--- config.mk ---
export PLATFORM = sky130hd
export DESIGN_NAME = fpmul_arb2
export DESIGN_NICKNAME = d
export VERILOG_FILES = /design/src/rtl/fpmul_pkg.sv /design/src/rtl/fpmul_opmux.sv /design/src/rtl/fpmul_arb2.sv
export SDC_FILE = /design/constraint.sdc
export NUM_CORES = 1
export LEC_CHECK = 0
export ABC_CLOCK_PERIOD_IN_PS = 29300
export CAP_MARGIN = 20
export CORE_AREA = 8 8 99 101
export DETAILED_ROUTE_END_ITERATION = 7
export DIE_AREA = 0 0 107 109
export GPL_TIMING_DRIVEN = 0
export PLACE_DENSITY_LB_ADDON = 0.05
export SYNTH_ARGS = -nofsm -noshare
export SYNTH_HDL_FRONTEND = slang
export SYNTH_HIERARCHICAL = 1
export SYNTH_SLANG_ARGS = --single-unit
--- constraint.sdc ---
create_clock -name i_clk -period 29.3 [get_ports i_clk]
set_input_delay 5.86 -clock i_clk [delete_from_list [all_inputs] [get_ports i_clk]]
set_output_delay 5.86 -clock i_clk [all_outputs]
set_load 0.005 [all_outputs]
--- src/rtl/fpmul_pkg.sv ---
// Shared constants and types for the two-requester FP multiplier arbiter.
package fpmul_pkg;

  localparam int W_DEF   = 32;
  localparam int LAT_DEF = 3;
  localparam int LAT_MAX = 8;

  // Owner-tag encoding carried down the tag pipeline
  localparam logic REQ0 = 1'b0;
  localparam logic REQ1 = 1'b1;

  typedef struct packed {
    logic vld;
    logic own;
  } tag_t;

endpackage

--- src/rtl/fpmul_opmux.sv ---
// W-wide 2:1 operand multiplexer assembled from 1-bit mux2 cells.
module fpmul_mux2 (
  input  logic i_d0,
  input  logic i_d1,
  input  logic i_sel,
  output logic o_y
);

  assign o_y = i_sel ? i_d1 : i_d0;

endmodule

module fpmul_opmux #(
  parameter int W = 32
) (
  input  logic [W-1:0] i_d0,
  input  logic [W-1:0] i_d1,
  input  logic         i_sel,
  output logic [W-1:0] o_y
);

  for (genvar g = 0; g < W; g++) begin : g_bit
    fpmul_mux2 u_cell (
      .i_d0  (i_d0[g]),
      .i_d1  (i_d1[g]),
      .i_sel (i_sel),
      .o_y   (o_y[g])
    );
  end

endmodule

--- src/rtl/fpmul_arb2.sv ---
// Round-robin arbiter sharing one fixed-latency multiplier between two requesters.
// Optional per-requester grant counters when FPMUL_ARB2_STATS_EN is defined.
module fpmul_arb2
  import fpmul_pkg::*;
#(
  parameter int W   = W_DEF,
  parameter int LAT = LAT_DEF
) (
  input  logic         i_clk,
  input  logic         i_rst,
  input  logic         i_v0,
  input  logic         i_v1,
  input  logic [W-1:0] i_a0,
  input  logic [W-1:0] i_b0,
  input  logic [W-1:0] i_a1,
  input  logic [W-1:0] i_b1,
  output logic         o_rdy0,
  output logic         o_rdy1,
  input  logic         i_hold,
  output logic         o_u_valid,
  output logic         o_u_sel,
  output logic [W-1:0] o_u_a,
  output logic [W-1:0] o_u_b,
  input  logic [W-1:0] i_u_res,
  output logic         o_r0_valid,
  output logic         o_r1_valid,
  output logic [W-1:0] o_r_data,
  output logic         o_busy
`ifdef FPMUL_ARB2_STATS_EN
  ,
  output logic [15:0]  o_gcnt0,
  output logic [15:0]  o_gcnt1
`endif
);

  if (LAT < 1 || LAT > LAT_MAX) begin : g_lat_chk
    $error("fpmul_arb2: LAT out of range");
  end

  logic r_ptr;
  logic r_usel;
  tag_t r_tag [LAT];

  logic w_rdy0;
  logic w_rdy1;
  logic w_u_valid;
  logic w_sel;
  logic w_busy;

  // Grant: sole requester wins; on a tie the one not granted last wins.
  // Reset also forces the grants low so nothing handshakes while held.
  always_comb begin
    w_rdy0 = 1'b0;
    w_rdy1 = 1'b0;
    if (!i_rst && !i_hold) begin
      w_rdy0 = i_v0 && (!i_v1 || (r_ptr == REQ1));
      w_rdy1 = i_v1 && (!i_v0 || (r_ptr == REQ0));
    end
  end

  assign w_u_valid = w_rdy0 | w_rdy1;
  assign w_sel     = w_rdy1 ? REQ1 : (w_rdy0 ? REQ0 : r_usel);

  always_ff @(posedge i_clk or posedge i_rst) begin
    if (i_rst) begin
      r_ptr  <= REQ1;
      r_usel <= REQ0;
    end else begin
      r_usel <= w_sel;
      if (w_u_valid) begin
        r_ptr <= w_sel;
      end
    end
  end

  fpmul_opmux #(.W(W)) u_mux_a (
    .i_d0  (i_a0),
    .i_d1  (i_a1),
    .i_sel (w_sel),
    .o_y   (o_u_a)
  );

  fpmul_opmux #(.W(W)) u_mux_b (
    .i_d0  (i_b0),
    .i_d1  (i_b1),
    .i_sel (w_sel),
    .o_y   (o_u_b)
  );

  // Tag pipeline: the tag reaches the last stage in the cycle U_RES is valid
  always_ff @(posedge i_clk or posedge i_rst) begin
    if (i_rst) begin
      for (int i = 0; i < LAT; i++) begin
        r_tag[i] <= '0;
      end
    end else begin
      r_tag[0] <= '{vld: w_u_valid, own: w_sel};
      for (int i = 1; i < LAT; i++) begin
        r_tag[i] <= r_tag[i-1];
      end
    end
  end

  always_comb begin
    w_busy = 1'b0;
    for (int i = 0; i < LAT; i++) begin
      w_busy = w_busy | r_tag[i].vld;
    end
  end

  assign o_rdy0     = w_rdy0;
  assign o_rdy1     = w_rdy1;
  assign o_u_valid  = w_u_valid;
  assign o_u_sel    = w_sel;
  assign o_r0_valid = r_tag[LAT-1].vld && (r_tag[LAT-1].own == REQ0);
  assign o_r1_valid = r_tag[LAT-1].vld && (r_tag[LAT-1].own == REQ1);
  assign o_r_data   = i_u_res;
  assign o_busy     = w_busy;

`ifdef FPMUL_ARB2_STATS_EN
  logic [15:0] r_gcnt0;
  logic [15:0] r_gcnt1;

  // Saturating handshake counters
  always_ff @(posedge i_clk or posedge i_rst) begin
    if (i_rst) begin
      r_gcnt0 <= '0;
      r_gcnt1 <= '0;
    end else begin
      if (w_rdy0 && i_v0 && (r_gcnt0 != 16'hFFFF)) begin
        r_gcnt0 <= r_gcnt0 + 16'd1;
      end
      if (w_rdy1 && i_v1 && (r_gcnt1 != 16'hFFFF)) begin
        r_gcnt1 <= r_gcnt1 + 16'd1;
      end
    end
  end

  assign o_gcnt0 = r_gcnt0;
  assign o_gcnt1 = r_gcnt1;
`endif

endmodule

Word-level counts from Yosys, hierarchy flattened
Cells that the tools add are included.
- register bits after elaboration: 7
- bits of input ports: 165
- reduce and logical (&&, ||, !) cells: 11
- bitwise logic cells: 5
- multiplexer cells: 68
- operator list (kind ; count):
    $mux 1 ; 68
    $logic_and 1x1->1 ; 5
    $logic_not 1->1 ; 4
    $or 1x1->1 ; 3
    $logic_or 1x1->1 ; 2
    $not 1->1 ; 2

Longest topological paths before layout
- depth after elaboration: 7
- depth in mapped cells: 3

Modules after synthesis
Netlist, hierarchy kept.
- by module, submodules not included (module ; cells each ; instances ; area each (um^2)):
    fpmul_mux2 ; 1 ; 64 ; 15.0
    fpmul_arb2 ; 54 ; 1 ; 508.0

Least setup slack after synthesis
No wires, ideal clock.
- path type: input-to-output
- from: input i_hold
- to: output o_u_a[0]
- path buffers: 0
- slack: 11394 ps
- required time: 23440 ps
- arrival: 12046 ps
- stages: 3
- cell sequence: or3b_4 o22ai_1 mux2_4
- cells in the longest elaborated chain, start to end: 6
- elaborated cells on any way between the ends: 7
- ends and longest elaborated chain (element ; line ; text):
    start: declaration ; fpmul_arb2.sv:19 ; input logic i_hold,
    $logic_not 1->1 (*) ; fpmul_arb2.sv:55 ; if (!i_rst && !i_hold) begin
    $logic_and 1x1->1 (*) ; fpmul_arb2.sv:55 ;
    $mux 1 ; fpmul_arb2.sv:55 ;
    $mux 1 ; fpmul_arb2.sv:62 ; assign w_sel = w_rdy1 ? REQ1 : (w_rdy0 ? REQ0 : r_usel);
    $mux 1 (*) ; fpmul_arb2.sv:62 ;
    net o_u_sel ; fpmul_arb2.sv:21 ; output logic o_u_sel,
    $mux 1 (*) ; fpmul_opmux.sv:9 ; assign o_y = i_sel ? i_d1 : i_d0;
    end: declaration ; fpmul_arb2.sv:22 ; output logic [W-1:0] o_u_a,
The timed path passes the listed nets; every way through them passes the cells marked *.

Worst setup path after layout
- from: input i_v1
- to: output o_u_b[21]
- cells in the longest elaborated chain, start to end: 7
- elaborated cells on any way between the ends: 9
- ends and longest elaborated chain (element ; line ; text):
    start: declaration ; fpmul_arb2.sv:12 ; input logic i_v1,
    $logic_not 1->1 ; fpmul_arb2.sv:56 ; w_rdy0 = i_v0 && (!i_v1 || (r_ptr == REQ1));
    $logic_or 1x1->1 ; fpmul_arb2.sv:56 ;
    $logic_and 1x1->1 ; fpmul_arb2.sv:56 ;
    $mux 1 ; fpmul_arb2.sv:55 ;
    $mux 1 ; fpmul_arb2.sv:62 ;
    $mux 1 (*) ; fpmul_arb2.sv:62 ;
    $mux 1 (*) ; fpmul_opmux.sv:9 ;
    end: declaration ; fpmul_arb2.sv:23 ; output logic [W-1:0] o_u_b,
Mark *: on every way between the ends. The rest lies on a longest branch, timed or not.

==> results.cfg <==
[synthesis]
yosysSeqAreaShare_pct = 12.0
synthMostInstantiatedCell = mux2_4
synthTopCellsByCount = mux2_4, buf_4, dfrtp_1
synthArstFlopShare_pct = 100
avgSynthCellArea_sq_um = 12.4
ys.flop_type = dfrtp_1
ys_types = 15
yosysWarningCount = 6
synth_top_cell_area_share_pct = 65.4
synth_nets = 283
yosys.area.top_type = mux2_4
synth_cells = 118
ys_ff_latch = 7
synth_edf_count = 0
syn-cell-area_sq_mm = 0.00147
synth.area.top_cells = mux2_4, buf_4, dfrtp_1

[clocking]
clock-sinks = 7
ctsResizeCount = 0
cts_tree = built
ctsHtreeMaxLevel = 1
cts_root_buffer = clkbuf_8
hold_buffers = 0
cts_setup_buffers = 0
clk_latency_ps = 220
cts_buffers = 3
clk_path_buf_depth = 2
cts.clk_slew.worst_paths_ps = 40

[critical_path]
cp.required_ps = 23440
r2r_cells = 2
r2r_start = r_ptr
rr_endpoint = r_tag[4]
cp-start-kind = primary input
crit_fanout = 18
cp-end-kind = output pin
crit_path_start = i_v1
reg2reg_slack_ps = 27960
worstPathArrival_ps = 8700
worstSetupPathType = in -> out

[final_layout]
fin_area_sq_mm = 0.00408
antenna_cells = 0
num-nets-final = 526
multiInputGateArea_sq_mm = 0.00105
regArea_sq_um = 176
syn_to_final_growth_pct = 178
fillers = 775
drive_above_1_share_pct = 29.2
final_core_util_pct = 48.7

[power_and_ir_drop]
power.density_mw_per_mm2 = 30.1
peakVddDrop_mv = 0.0145
leakagePower_nw = 1.78
total_power_mw = 0.123

[global_route]
grt_start_max_net_pins = 19
grt_pass1_wl_microns = 11200
overflow = 0
grt_pass1_vias = 2063
grt_usage_pct = 12.2
antenna_found_initial = 0

[detailed_routing]
via_per_inst = 3.88
routed_wl_microns = 7870
wl_per_cell_microns = 16.8
route.vias.total = 1814
ant_nets = 0
drc_errors = 0
dr.pass1.iters = 3
drt_iter0_drc = 17

[hold_path]
worstHoldStart = r_tag[2]
hold_end = r_tag[0]
min_path_cells = 0
hold_path_class = reg -> reg

[timing]
finalSetupTns_ps = 0
rsz0062_at_grt = false
hold_viol = 0
fin_crit_ps = 14560
fin_crit_sh_pct = 49.7
max_freq_ghz = 0.0687
worst-slew-pin-transition_ps = 832
max-slew-margin-rel_pct = 44.5
slew_violations = 0
fin_skew_ps = 3.86
finalSetupViolations = 0

[place]
routabilityCongestion = 0.701
numPortBuffers = 235
dpl.hpwl_microns = 7280
place_area_sq_mm = 0.00404

[floorplanning]
io_pins = 268
die_w_microns = 107
dieArea_sq_mm = 0.0117
start_util_pct = 17.5
die_height_microns = 109
core_area_sq_mm = 0.00838
num_rows = 34

[job]
maxCapViolCount = 0

[status]
status = complete, no violations
-- worst max-delay path by stage --
stage / endpoint / cells past startpoint
floorplan: o_u_a[0] / 3
global placement: o_u_b[21] / 5
detailed placement: o_u_b[21] / 7
CTS: o_u_b[21] / 7
global route: o_u_b[21] / 7
finish: o_u_b[21] / 7
-- logic make-up after synthesis --
family                 share of synthesized area, %
muxes                                          66.1
buffers and inverters                          17.1
DFF                                            12.0
and+or+nand+nor                                3.83
AOI/OAI and AO/OA                             0.937
-- power by group --
part | total [mW] | leakage (nW) | internal, mW | switching, mW
registers | 0.0116 | 0.0856 | 0.0111 | 0.000506
clock network | 0.0130 | 0.0228 | 0.00936 | 0.00360
logic | 0.0983 | 1.67 | 0.0711 | 0.0272
-- placed cells by master (no fill, tap or decap) --
cell type | netlist | final
buf_12 | 0 | 2
mux2_4 | 64 | 64
clkdlybuf4s50_1 | 0 | 235
nor2b_1 | 1 | 1
buf_4 | 32 | 32
clkbuf_1 | 0 | 1
or3b_4 | 1 | 1
clkbuf_8 | 0 | 3
inv_1 | 3 | 3
nor3b_1 | 1 | 1
and2_1 | 2 | 2
a21boi_0 | 1 | 1
mux2i_1 | 1 | 1
nor2_1 | 2 | 2
nor3_1 | 1 | 1
o22ai_4 | 0 | 1
buf_16 | 0 | 1
dfstp_2 | 1 | 1
dfrtp_1 | 6 | 6
or3_1 | 1 | 1
-- metrics by stage --
step	instances	hold slack (ps)	worst slack (ps)
2_1_floorplan	118	331	11390
4_1_cts	468	370	14710
5_1_grt	468	380	14630
3_5_place_dp	464	360	14720
6_report	468	364	14740
3_3_place_gp	461	343	8630
-- per-layer routing --
| metal | track usage, % | wire (microns) |
|---|---|---|
| met3 | 6.15 | 1020 |
| met2 | 25.8 | 4560 |
| met5 | 0 | 0 |
| met4 | 1.81 | 61 |
| met1 | 9.74 | 2230 |
-- registers in the layout, summed over array words and instances (netlist names) --
signal / cells
r_ptr: 1
r_tag: 6
-- area by class of cell --
| type | instances | share of cell area [%] |
|---|---|---|
| tap | 108 | 3.31 |
| buffer | 32 | 5.88 |
| timing repair buffer | 238 | 59.3 |
| multi-input combinational | 76 | 25.8 |
| inverter | 3 | 0.276 |
| clock buffer | 4 | 1.10 |
| sequential | 7 | 4.32 |
-- critical path, cell delays in order --
cell and delay [ps]:
clkdlybuf4s50_1 490, or3b_4 420, o22ai_4 640, buf_12 280
buf_16 190, mux2_4 310, clkdlybuf4s50_1 490
Power figures use the tool's default switching activity.
